File: src/rtl/fetch_unit_pkg.sv
// Shared definitions for the fetch unit: FSM encoding, default addresses and PC target helpers.
package fetch_unit_pkg;

    typedef enum logic [1:0] {
        IDLE  = 2'd0,
        FETCH = 2'd1,
        EXEC  = 2'd2
    } fetchState_t;

    localparam logic [31:0] DEFAULT_RESET_PC    = 32'h0040_0000;
    localparam logic [31:0] DEFAULT_TRAP_VECTOR = 32'h0040_0180;
    localparam logic [31:0] PC_STEP             = 32'd4;

    // Word-aligned signed branch displacement.
    function automatic logic [31:0] branchOffset(input logic [15:0] imm);
        return {{14{imm[15]}}, imm, 2'b00};
    endfunction

    // Region-relative jump: keeps the 256 MB segment of the sequential PC.
    function automatic logic [31:0] jumpTarget(input logic [31:0] pcPlus4,
                                               input logic [25:0] index);
        return {pcPlus4[31:28], index, 2'b00};
    endfunction

endpackage

File: src/rtl/fetch_unit_next_pc_calc.sv
// Combinational next-PC selection for the fetch unit (module next_pc_calc).
// Honours FETCH_INVOP_TRAP_EN: when defined, invOpcode redirects to TRAP_VECTOR.
module next_pc_calc
    import fetch_unit_pkg::*;
#(
    parameter logic [31:0] TRAP_VECTOR = DEFAULT_TRAP_VECTOR
) (
    input  logic [31:0] pc_plus4,
    input  logic [31:0] instr,
    input  logic        isJmp,
    input  logic        isBeq,
    input  logic        isBne,
    input  logic        invOpcode,
    input  logic        zero,
    output logic [31:0] next_pc
);

    logic        branchTaken;
    logic [31:0] jumpAddr;
    logic [31:0] branchAddr;
    logic [5:0]  unusedOpcField;

    assign unusedOpcField = instr[31:26];
    assign branchTaken    = (isBeq & zero) | (isBne & ~zero);
    assign jumpAddr       = jumpTarget(pc_plus4, instr[25:0]);
    assign branchAddr     = pc_plus4 + branchOffset(instr[15:0]);

`ifdef FETCH_INVOP_TRAP_EN
    always_comb begin
        next_pc = pc_plus4;
        if (invOpcode) begin
            next_pc = TRAP_VECTOR;
        end else if (isJmp) begin
            next_pc = jumpAddr;
        end else if (branchTaken) begin
            next_pc = branchAddr;
        end
    end
`else
    // Trap path compiled out: opcode check result and vector are deliberately dropped.
    logic [32:0] unusedTrapPath;
    assign unusedTrapPath = {invOpcode, TRAP_VECTOR};

    always_comb begin
        next_pc = pc_plus4;
        if (isJmp) begin
            next_pc = jumpAddr;
        end else if (branchTaken) begin
            next_pc = branchAddr;
        end
    end
`endif

endmodule

File: src/rtl/fetch_unit.sv
// Instruction fetch sequencer: IDLE -> FETCH (wait on imem_ready) -> EXEC (hold on stall).
// Optional invalid-opcode trap redirect is built only when FETCH_INVOP_TRAP_EN is defined.
//
// state | meaning
// IDLE  | post-reset bubble, no request
// FETCH | imem_req high at pc, waiting for imem_ready
// EXEC  | instr valid for decode/execute, advance pc when stall drops
module fetch_unit
    import fetch_unit_pkg::*;
#(
    parameter logic [31:0] RESET_PC    = DEFAULT_RESET_PC,
    parameter logic [31:0] TRAP_VECTOR = DEFAULT_TRAP_VECTOR
) (
    input  logic        clk,
    input  logic        rst,
    output logic        imem_req,
    output logic [31:0] imem_addr,
    input  logic        imem_ready,
    input  logic [31:0] imem_rdata,
    output logic [31:0] instr,
    output logic [5:0]  opc,
    output logic [5:0]  func,
    output logic        instr_valid,
    output logic [31:0] pc,
    output logic [31:0] pc_plus4,
    input  logic        isJmp,
    input  logic        isBeq,
    input  logic        isBne,
    input  logic        invOpcode,
    input  logic        zero,
    input  logic        stall,
    output logic        trap
);

    fetchState_t state;
    fetchState_t nextState;
    logic [31:0] nextPc;
    logic        execAdvance;
    logic        fetchDone;

    always_ff @(posedge clk) begin
        if (rst) begin
            state <= IDLE;
        end else begin
            state <= nextState;
        end
    end

    always_comb begin
        nextState   = state;
        imem_req    = 1'b0;
        instr_valid = 1'b0;
        execAdvance = 1'b0;
        fetchDone   = 1'b0;
        case (state)
            IDLE: begin
                nextState = FETCH;
            end
            FETCH: begin
                imem_req = 1'b1;
                if (imem_ready) begin
                    fetchDone = 1'b1;
                    nextState = EXEC;
                end
            end
            EXEC: begin
                instr_valid = 1'b1;
                if (!stall) begin
                    execAdvance = 1'b1;
                    nextState   = FETCH;
                end
            end
            default: begin
                nextState = IDLE;
            end
        endcase
    end

    always_ff @(posedge clk) begin
        if (rst) begin
            pc    <= RESET_PC;
            instr <= '0;
        end else begin
            if (fetchDone) begin
                instr <= imem_rdata;
            end
            if (execAdvance) begin
                pc <= nextPc;
            end
        end
    end

    assign imem_addr = pc;
    assign pc_plus4  = pc + PC_STEP;
    assign opc       = instr[31:26];
    assign func      = instr[5:0];

    next_pc_calc #(
        .TRAP_VECTOR (TRAP_VECTOR)
    ) u_nextPc (
        .pc_plus4  (pc_plus4),
        .instr     (instr),
        .isJmp     (isJmp),
        .isBeq     (isBeq),
        .isBne     (isBne),
        .invOpcode (invOpcode),
        .zero      (zero),
        .next_pc   (nextPc)
    );

`ifdef FETCH_INVOP_TRAP_EN
    // Pulse lines up with the first FETCH cycle at the trap vector.
    always_ff @(posedge clk) begin
        if (rst) begin
            trap <= 1'b0;
        end else begin
            trap <= execAdvance & invOpcode;
        end
    end
`else
    assign trap = 1'b0;
`endif

endmodule
File: config.mk
export PLATFORM = sky130hd
export DESIGN_NAME = fetch_unit
export DESIGN_NICKNAME = d
export VERILOG_FILES = /design/src/rtl/fetch_unit_pkg.sv /design/src/rtl/fetch_unit_next_pc_calc.sv /design/src/rtl/fetch_unit.sv
export SDC_FILE = /design/constraint.sdc
export NUM_CORES = 1
export LEC_CHECK = 0
export BUFFER_PORTS_ARGS = -buffer_cell sky130_fd_sc_hd__buf_2
export CAP_MARGIN = 10
export CORE_ASPECT_RATIO = 1.2
export CORE_MARGIN = 5
export CORE_UTILIZATION = 35
export CTS_CLUSTER_SIZE = 40
export DETAILED_ROUTE_END_ITERATION = 8
export GPL_TIMING_DRIVEN = 0
export PLACE_DENSITY = 0.62
export SLEW_MARGIN = 20
export SYNTH_ARGS = -nofsm -noshare
export SYNTH_HDL_FRONTEND = slang
export SYNTH_SLANG_ARGS = --single-unit
File: constraint.sdc
create_clock -name clk -period 3 [get_ports clk]
set_input_delay 0.6 -clock clk [delete_from_list [all_inputs] [get_ports clk]]
set_output_delay 0.6 -clock clk [all_outputs]
set_load 0.03 [all_outputs]
==> results.md <==
- Initial drt markers: between 300 and 400
- Port Buf Inserts: between 150 and 200
- Yosys warns: 0
- CP Max Fanout: 6
- Kind of end point of the critical path: flip-flop
- Vias per cell: 5.339
- Initial Util: between 30% and 40%
- # IOs: approximately 180
- Most frequent cells in the layout: 172 x buf_2, 127 x nand2_1, 110 x buf_4, 64 x a21oi_1, 46 x nor2_1
- Clk sinks: 64
- Maxcap violations: 0
- Skew-Pair Late Insertion Delay: between 0.3 and 0.4 ns
- Synth Register Bits: 64
- Share of cells above drive strength 1: between 40% and 50%
- Number of global-route vias before repair: approximately 6100
- Slew headroom: a little under two fifths
- Fraction of registers with async set or reset after synthesis: 0%
- Initial antenna violation count: 2
- Final Hold Fails: 0
- Reg clk slew, reported paths: 0.05 ns
- Arrival time worst endpoint: 3.60 ns
- Layout Skew: ~0.0073 ns
- Status: finished with violations
- Commonest non-fill, non-tap cell in the layout: buf_2
- H-tree levels: 3
- DRT Pass-1 Iters: 5
- FF+latch area: 0.001336 mm^2
- Root Driver: clkbuf_16
- Final Max Tran Viols: 0
- Final Core Density: a little under three fifths
- DRC viols: 0
- Seq/Total Area, Yosys: about a quarter
- PwrDens: 298.0 mW/mm^2
- Wire length per cell: ~19 um
- Crit path buf inv count: 0
- Final worst path period need: 3.338 ns
- CP startpoint kind: flip-flop
- Die Footprint: ~0.018 mm^2
- Syn Std Cell Area: between 0.005 and 0.006 mm^2
- HP Class: reg2reg
- Bufs on Longest Clock Path: 2
- Mean Syn Cell Area: ~7.5 um^2
- Area Growth Syn to Fin: 55.95%
- FP Rows: 50
- Global Route Usage Sum: approximately 23%
- Critical Path Most Common Cell: and3_4
- Mapped Cells: roughly 740
- Library cells used by synthesis: 76
- Largest net degree at the start of global routing: 29
- Setup-failing EPs final: 17
- Die Width: 124.2 um
- Tightest Pin Transition: around 0.93 ns
- CTS Buf Count: 9
- GP Congestion: 0.9115
- ANT nets after route: 0
- Vias: between 6000 and 7000
- Final period util: 111.3%
- First-pass GRT wire length: roughly 33000 um
- Final worst setup slack: -0.3377 ns
- Max VDD drop: 0.2584 mV
- Failing checks: negative setup slack
- Dominant synthesized flop cell: dfxtp_1
- Vert. Die Dim: ~150 um
- Number of flops mapped to enable cells by yosys: 0
- CTS tree: built
- Critical path, cell by cell: and3_4 -> and3_4 -> nand4_1 -> xnor2_4 -> ha_4 -> a21o_1 -> a31o_1 -> a22oi_2 -> o311ai_4 -> and4bb_1 -> o21ai_1 -> or3b_4 -> a21oi_2
- WS Path Type: reg2reg
- Max incr delay on CP: ~0.41 ns
- CP Data Required Time: 3.27 ns
- Core area: between 0.015 and 0.02 mm^2
- RSZ-0062 raised after global routing: yes
- Hpwl dp: around 16000 um
- NumNets Final: roughly 1100
- GRT overflow: 0
- WL final: about 22000 um
- CP max-delay cell: or3b_4
- Cts hold-fix bufs: 0
- Family with the most delay on the worst path: simple AND/OR/NAND/NOR gates
- Multi-input logic area: approximately 0.0047 mm^2
- Fill cell count: roughly 1500
- Peak Freq: roughly 0.3 GHz
- Tot Pwr: about 2.5 mW
- Leak pwr: about 4.1 nW
[logic make-up (layout without fill, tap and decap cells)]
family / count (synthesis) / after routing / share of synthesized area, %
flip-flops: 64 / 64 / 23.37
other: 1 / 9 / 0.06841
AND/OR/NAND/NOR: 288 / 288 / 25.29
multiplexers: 3 / 3 / 0.5706
XOR/XNOR: 43 / 43 / 7.008
AO/OA/AOI/OAI: 203 / 203 / 24.95
buffers and inverters: 96 / 350 / 10.16
adder cells (fa/ha/maj): 37 / 37 / 8.582
[Yosys cell counts (all sizes together), types with 16 or more instances]
library cell,number,share of area (%)
nand2,134,9.2
a21oi,77,7.0
dfxtp,64,23
buf,56,7.4
nor2,54,3.7
ha,36,8.2
clkbuf,30,2.1
xnor2,27,4.5
nor3,21,1.9
o21ai,20,1.8
a21o,19,2.6
nand3,19,2.2
o211ai,16,2.3
xor2,16,2.6
[report_power, final]
group          internal [mW]  switching, mW
clock network          0.656          0.383
registers              0.873         0.0540
logic                  0.210          0.372
total                   1.74          0.809
[metal layers]
metal / track usage (%) / up-vias / part of all wire (%) / wire, um
li1: - / 3113 / - / -
met1: 27.84 / 3036 / 41 / 9170
met2: 39.99 / 246 / 50 / 11210
met3: 3.455 / 39 / 6.1 / 1364
met4: 7.730 / 0 / 2.6 / 575
met5: 0 / - / 0 / 0
[sequential cells by signal (all words and copies together) (netlist names)]
name and count:
imem_addr 30, instr 32, state 2
[metrics by stage]
| step | setup slack, ns | instance area [um^2] | setup TNS, ns | instances | hold slack, ns |
|---|---|---|---|---|---|
| final | -0.3377 | 8548 | -3.018 | 1205 | 0.4702 |
| after global routing | -0.4901 | 8548 | -5.501 | 1205 | 0.4975 |
| after CTS | -0.3012 | 8099 | -2.313 | 1184 | 0.4743 |
| after detailed placement | -0.7995 | 7041 | -8.384 | 1123 | 0.4671 |
| after global placement | -0.7818 | 7039 | -8.119 | 1123 | 0.4588 |
| after floorplan | -0.4870 | 5908 | -4.781 | 741 | 0.5286 |
[timing repair]
item | 4_1_cts | 5_1_grt
gates cloned | 0 | 0
setup endpoints to repair | 24 | 22
pin swaps | 62 | 41
setup buffers | 47 | 20
gates resized for setup | 78 | 57
[layout make-up]
type	instances	area share, %
well taps	208	3.045
plain buffers	84	6.089
inverters	10	0.4391
clock inverters	5	0.5416
multi-input cells	581	54.61
clock buffers	11	2.840
diodes	2	0.05855
flip-flops and latches	64	15.63
repair buffers	240	16.74
[path summary, 6_finish.rpt]
| kind | from | end | slack [ns] | cells past startpoint |
|---|---|---|---|---|
| min | instr[26] | instr[26] | 0.47 | 2 |
| max | imem_addr[4] | imem_addr[24] | -0.34 | 13 |
| min reg2reg | instr[26] | instr[26] | 0.47 | 2 |
| max reg2reg | imem_addr[4] | imem_addr[24] | -0.34 | 13 |
[worst register-to-register path, delay by kind of cell, from the launching register on]
kind                       cells  cell delay [ns]
AOI/OAI and AO/OA              6             1.07
and+or+nand+nor                5             1.37
xor gates and xnor gates       1             0.24
DFF                            1             0.35
adders and majority gates      1             0.24
(Power assumes the default switching activity.)
